===== src/rtl/uart_pkg.sv =====
// Shared UART definitions: state encodings common to uart_tx/uart_rx plus
// frame-format constants.
package uart_pkg;

    typedef enum logic [3:0] {
        ST_RESET = 4'd0,
        ST_IDLE  = 4'd1,
        ST_START = 4'd2,
        ST_DATA  = 4'd3,
        ST_STOP  = 4'd4,
        ST_BREAK = 4'd5
    } uart_state_e;

    localparam int unsigned DATA_BITS  = 8;
    localparam logic [31:0] MIN_PERIOD = 32'd4;

endpackage


===== src/rtl/uart_sync.sv =====
// Multi-stage synchronizer for an asynchronous input with falling-edge detect.
// Stages reset to 1 so an idle-high line never produces a spurious edge.
module uart_sync #(
    parameter int unsigned SYNC_STAGES = 2
) (
    input  logic clk_i,
    input  logic rst_ni,
    input  logic async_i,
    output logic sync_o,
    output logic fall_o
);

    logic [SYNC_STAGES-1:0] stages_q;
    logic                   prev_q;

    always_ff @(posedge clk_i) begin
        if (!rst_ni) begin
            stages_q <= '1;
            prev_q   <= 1'b1;
        end else begin
            stages_q <= {stages_q[SYNC_STAGES-2:0], async_i};
            prev_q   <= stages_q[SYNC_STAGES-1];
        end
    end

    assign sync_o = stages_q[SYNC_STAGES-1];
    assign fall_o = ~stages_q[SYNC_STAGES-1] & prev_q;

endmodule


===== src/rtl/uart_rx.sv =====
// 8N1 UART receiver: start-edge detect, mid-bit sampling, one-cycle pulses
// for a good byte (out_sync) or a low stop bit (frame_err).
module uart_rx
    import uart_pkg::*;
#(
    parameter int unsigned SYNC_STAGES = 2
) (
    input  logic        clk,
    input  logic        rst,
    input  logic [31:0] period,
    input  logic        rx,
    output logic        out_sync,
    output logic [7:0]  out_data,
    output logic        frame_err,
    output logic        busy
);

    uart_state_e          state_q, state_d;
    logic [31:0]          cnt_q, cnt_d;
    logic [31:0]          per_q, per_d;
    logic [31:0]          half_q, half_d;
    logic [2:0]           bit_idx_q, bit_idx_d;
    logic [DATA_BITS-1:0] shreg_q, shreg_d;
    logic [DATA_BITS-1:0] data_q, data_d;
    logic                 sync_q, sync_d;
    logic                 err_q, err_d;
    logic                 rx_s;
    logic                 rx_fall;

    uart_sync #(
        .SYNC_STAGES(SYNC_STAGES)
    ) u_sync (
        .clk_i  (clk),
        .rst_ni (rst),
        .async_i(rx),
        .sync_o (rx_s),
        .fall_o (rx_fall)
    );

    always_ff @(posedge clk) begin
        if (!rst) begin
            state_q   <= ST_IDLE;
            cnt_q     <= '0;
            per_q     <= '0;
            half_q    <= '0;
            bit_idx_q <= '0;
            shreg_q   <= '0;
            data_q    <= '0;
            sync_q    <= 1'b0;
            err_q     <= 1'b0;
        end else begin
            state_q   <= state_d;
            cnt_q     <= cnt_d;
            per_q     <= per_d;
            half_q    <= half_d;
            bit_idx_q <= bit_idx_d;
            shreg_q   <= shreg_d;
            data_q    <= data_d;
            sync_q    <= sync_d;
            err_q     <= err_d;
        end
    end

    always_comb begin
        state_d   = state_q;
        cnt_d     = cnt_q;
        per_d     = per_q;
        half_d    = half_q;
        bit_idx_d = bit_idx_q;
        shreg_d   = shreg_q;
        data_d    = data_q;
        sync_d    = 1'b0;
        err_d     = 1'b0;
        unique case (state_q)
            ST_IDLE: begin
                // Period is captured here so later changes cannot disturb a frame.
                if (rx_fall && period >= MIN_PERIOD) begin
                    state_d = ST_START;
                    cnt_d   = '0;
                    per_d   = period;
                    half_d  = period >> 1;
                end
            end
            ST_START: begin
                if (cnt_q == half_q - 32'd1) begin
                    cnt_d     = '0;
                    bit_idx_d = '0;
                    state_d   = rx_s ? ST_IDLE : ST_DATA;
                end else begin
                    cnt_d = cnt_q + 32'd1;
                end
            end
            ST_DATA: begin
                if (cnt_q == per_q - 32'd1) begin
                    cnt_d     = '0;
                    shreg_d   = {rx_s, shreg_q[DATA_BITS-1:1]};
                    bit_idx_d = bit_idx_q + 3'd1;
                    if (bit_idx_q == 3'(DATA_BITS - 1)) begin
                        state_d = ST_STOP;
                    end
                end else begin
                    cnt_d = cnt_q + 32'd1;
                end
            end
            ST_STOP: begin
                if (cnt_q == per_q - 32'd1) begin
                    cnt_d = '0;
                    if (rx_s) begin
                        data_d  = shreg_q;
                        sync_d  = 1'b1;
                        state_d = ST_IDLE;
                    end else begin
                        err_d   = 1'b1;
                        state_d = ST_BREAK;
                    end
                end else begin
                    cnt_d = cnt_q + 32'd1;
                end
            end
            ST_BREAK: begin
                // A held-low line must return high before a new start is allowed.
                if (rx_s) begin
                    state_d = ST_IDLE;
                end
            end
            default: begin
                state_d = ST_IDLE;
            end
        endcase
    end

    assign busy      = (state_q != ST_IDLE);
    assign out_sync  = sync_q;
    assign frame_err = err_q;
    assign out_data  = data_q;

endmodule


===== config.mk =====
export PLATFORM = sky130hd
export DESIGN_NAME = uart_rx
export DESIGN_NICKNAME = d
export VERILOG_FILES = /design/src/rtl/uart_pkg.sv /design/src/rtl/uart_sync.sv /design/src/rtl/uart_rx.sv
export SDC_FILE = /design/constraint.sdc
export NUM_CORES = 1
export LEC_CHECK = 0
export ABC_CLOCK_PERIOD_IN_PS = 4600
export BUFFER_PORTS_ARGS = -buffer_cell sky130_fd_sc_hd__buf_2
export CAP_MARGIN = 20
export CORE_MARGIN = 8
export CORE_UTILIZATION = 56
export DETAILED_ROUTE_END_ITERATION = 10
export MAX_ROUTING_LAYER = met4
export PLACE_DENSITY = 0.8
export SLEW_MARGIN = 15
export SYNTH_ARGS = -nofsm -noshare
export SYNTH_HDL_FRONTEND = slang
export SYNTH_SLANG_ARGS = --single-unit
export TNS_END_PERCENT = 20

===== constraint.sdc =====
create_clock -name clk -period 4.6 [get_ports clk]
set_clock_uncertainty 0.1 [all_clocks]
set_input_delay 0.23 -clock clk [delete_from_list [all_inputs] [get_ports clk]]
set_output_delay 0.23 -clock clk [all_outputs]
set_load 0.05 [all_outputs]

==> impl_results.md <==
- Status: completed
- Drt drc: 0
- Die footprint: 15,300 sq um
- Antenna violations before repair: 0
- Crit end category: flop
- Critical path's slowest cell: or4_1
- Worst-path cell chain: inv_1, ha_1, nor4b_4, nand2_1, or4_4, a211oi_2, or4b_1, or4_1, buf_4, nor4_2, buf_4, mux2i_1, nor2_1
- Detailed Route WL: 21.7 mm
- Final setup fails: 0
- Hold Crit Start: period[4]
- Leak: around 2.9 nW
- Worst reg2reg path startpoint: per_q[1]
- Detail Route Antenna Nets: 0
- PortBufs: 45
- Required @ worst endpoint: 4720 ps
- Biggest area consumer among synthesized cells: dfxtp_1
- Vias: about 6,500
- Share of layout cells above drive strength 1: 0.144
- Largest net degree at the start of global routing: 61
- First-pass GRT wire length: 34.0 mm
- Max clock buf depth: 2
- Starting density of the core: 0.570
- CTS tree: built
- Achievable Freq: 229 MHz
- Vias in the first global route: 6,140
- Max-slew violation count: 0
- End of the worst register-to-register path: out_data[3]
- Post-synth ARST share: 0
- Post-Route Utilization: 0.638
- Core area: 11,400 sq um
- Register bit total from synthesis: 91
- Worst r2r path cells: 13
- Sum Neg Setup Slack: 0 ps
- CTS clk-pin slew, worst paths: 70 ps
- PD cells: approximately 360 nW/um^2
- CP Class: reg -> reg
- Reg2Reg Setup Slack: ~230 ps
- CTS Root Cell: clkbuf_16
- Relative slew slack: 0.326
- GRT Total Usage: 0.301
- Max FO, Critical Path: 9
- Post-DP HPWL: between 15 and 20 mm
- Worst IR Drop VDD: 355 uV
- # rows: 39
- Critical Path Max Stage Delay: 670 ps
- Yosys warning count: 0
- Startpoint Class: flop
- Synth cell types: 73
- Antenna diode count: 0
- Period utilisation layout: 0.949
- Drt wl/cell: roughly 22 microns
- Gr ovfl total: 0
- Critical path arrival: 4480 ps
- Syn_nets: ~850
- Seq/Total Area, Yosys: 0.281
- Worst hold margin: between 30 and 40 ps
- 1st-iter DRT viols: 584
- Die H: about 120 microns
- CP dominant cell by count: buf_4
- Hold Path Stages: 3
- Post-layout minimum cycle time: ~4400 ps
- Number of flops mapped to enable cells by yosys: 0
- Via density: about 6.6
- Synth area leaders: dfxtp_1, mux2i_1, xnor2_1
- Latest clock arrival within the worst-skew pair: 350 ps
- Avg Inst Size Synth: between 8 and 9 sq um
- TritonRoute pass-1 iters: 6
- Fin. Hold Viols: 0
- Ports: 46
- Routability cong.: 0.998
- WHS Endpoint: per_q[4]
- Top cell type's share of synthesized area: 0.281
- Ys flop type: dfxtp_1
- Layout net count: 876
- Worst-Margin Slew: approximately 1000 ps
- Area added between synthesis and finish: 11.9%
- Clk sink count: 91
- Die width: roughly 120 microns
- Post-synthesis cell area: about 6500 sq um
- RSZ-0062 raised after global routing: false
- Cell count after synthesis: 808
- Fill cells: approximately 1,000
- H-tree depth: 3
- Worst min path class: in -> reg
- Max-cap violations: 0
- Inserted Clock Buffers: 9
- Post-cts repair resize count: 0
==> per-layer routing <==
layer,wire (microns),track usage
met1,9120,0.357
met3,1550,0.0530
met4,947,0.152
met2,10100,0.481
met5,0,-
==> flip-flops by register name, summed over array words and instances, names as in the netlist <==
| signal | cells |
|---|---|
| cnt_q | 32 |
| per_q | 32 |
| out_data | 8 |
| shreg_q | 8 |
| bit_idx_q | 3 |
| state_q | 3 |
| u_sync.stages_q | 2 |
| frame_err | 1 |
| out_sync | 1 |
| u_sync.prev_q | 1 |
==> final cells by class <==
| cell class | count | area, sq um | share of cell area |
|---|---|---|---|
| multi-input cells | 637 | 4310 | 0.594 |
| flip-flops and latches | 91 | 1820 | 0.251 |
| repair buffers | 84 | 520 | 0.0718 |
| clock buffers | 9 | 225 | 0.0311 |
| well taps | 143 | 179 | 0.0247 |
| clock inverters | 7 | 146 | 0.0202 |
| inverters | 13 | 48.8 | 0.00673 |
==> report_power, final <==
group | internal [W] | switching, W
combinational | 0.000335 | 0.000506
clock | 0.000591 | 0.000336
sequential | 0.000808 | 0.0000465
total | 0.00173 | 0.000888
==> cell families after synthesis <==
group	share of synthesized area
AO/OA/AOI/OAI	0.151
XOR/XNOR	0.121
adder cells (fa/ha/maj)	0.00965
buffers and inverters	0.0552
flip-flops	0.281
multiplexers	0.0803
AND/OR/NAND/NOR	0.301
==> worst max-delay path by stage <==
stage	start	endpoint	slack, ps	depth (start not counted)
after detailed placement	per_q[1]	cnt_q[31]	150	12
final	per_q[1]	out_data[3]	230	13
after CTS	per_q[1]	out_data[3]	120	13
after floorplan	per_q[0]	cnt_q[7]	510	15
after global routing	per_q[1]	out_data[4]	70	13
after global placement	per_q[1]	cnt_q[10]	270	12
==> cell usage after synthesis (10+ instances only) <==
| cell | count |
|---|---|
| o21ai_0 | 21 |
| clkbuf_1 | 46 |
| or4_1 | 12 |
| o211ai_1 | 10 |
| mux2i_1 | 52 |
| xor2_1 | 36 |
| xnor2_1 | 51 |
| nor2_1 | 100 |
| nand3_1 | 28 |
| a21oi_1 | 28 |
| nand4_1 | 22 |
| nand2_1 | 51 |
| nor3_1 | 19 |
| nor4_1 | 27 |
| buf_2 | 10 |
| inv_1 | 13 |
| o31ai_1 | 12 |
| or3_1 | 10 |
| and3_1 | 15 |
| dfxtp_1 | 91 |
==> critical path, delay by kind of cell, from the launching register on <==
kind,cells,cell delay [ps]
simple gates,7,2500
mux,1,220
fa+ha+maj,1,250
flops,1,360
compound gates,1,210
buf+inv,3,570
==> stage by stage <==
step	instances	setup WS, ps	cell area [sq um]	total power [W]
finish	984	235	7250	0.00262
global placement	966	270	6860	0.00167
global route	984	68.5	7250	0.00272
CTS	983	116	7240	0.00260
detailed placement	966	153	6860	0.00168
floorplan	808	515	6480	0.00141
==> timing repair <==
item,4_1_cts,5_1_grt
hold buffers,1,0
hold endpoints to repair,1,0
buffers inserted,0,1
setup endpoints to repair,0,35
==> cell usage in the layout (no fill, tap or decap), types with 15 or more instances in the layout <==
cell,count
a21oi_1,28
and3_1,15
buf_2,45
buf_4,38
dfxtp_1,91
mux2i_1,52
nand2_1,51
nand3_1,28
nand4_1,22
nor2_1,99
nor3_1,19
nor4_1,27
o21ai_0,21
xnor2_1,51
xor2_1,36
Power figures use the tool's default switching activity.
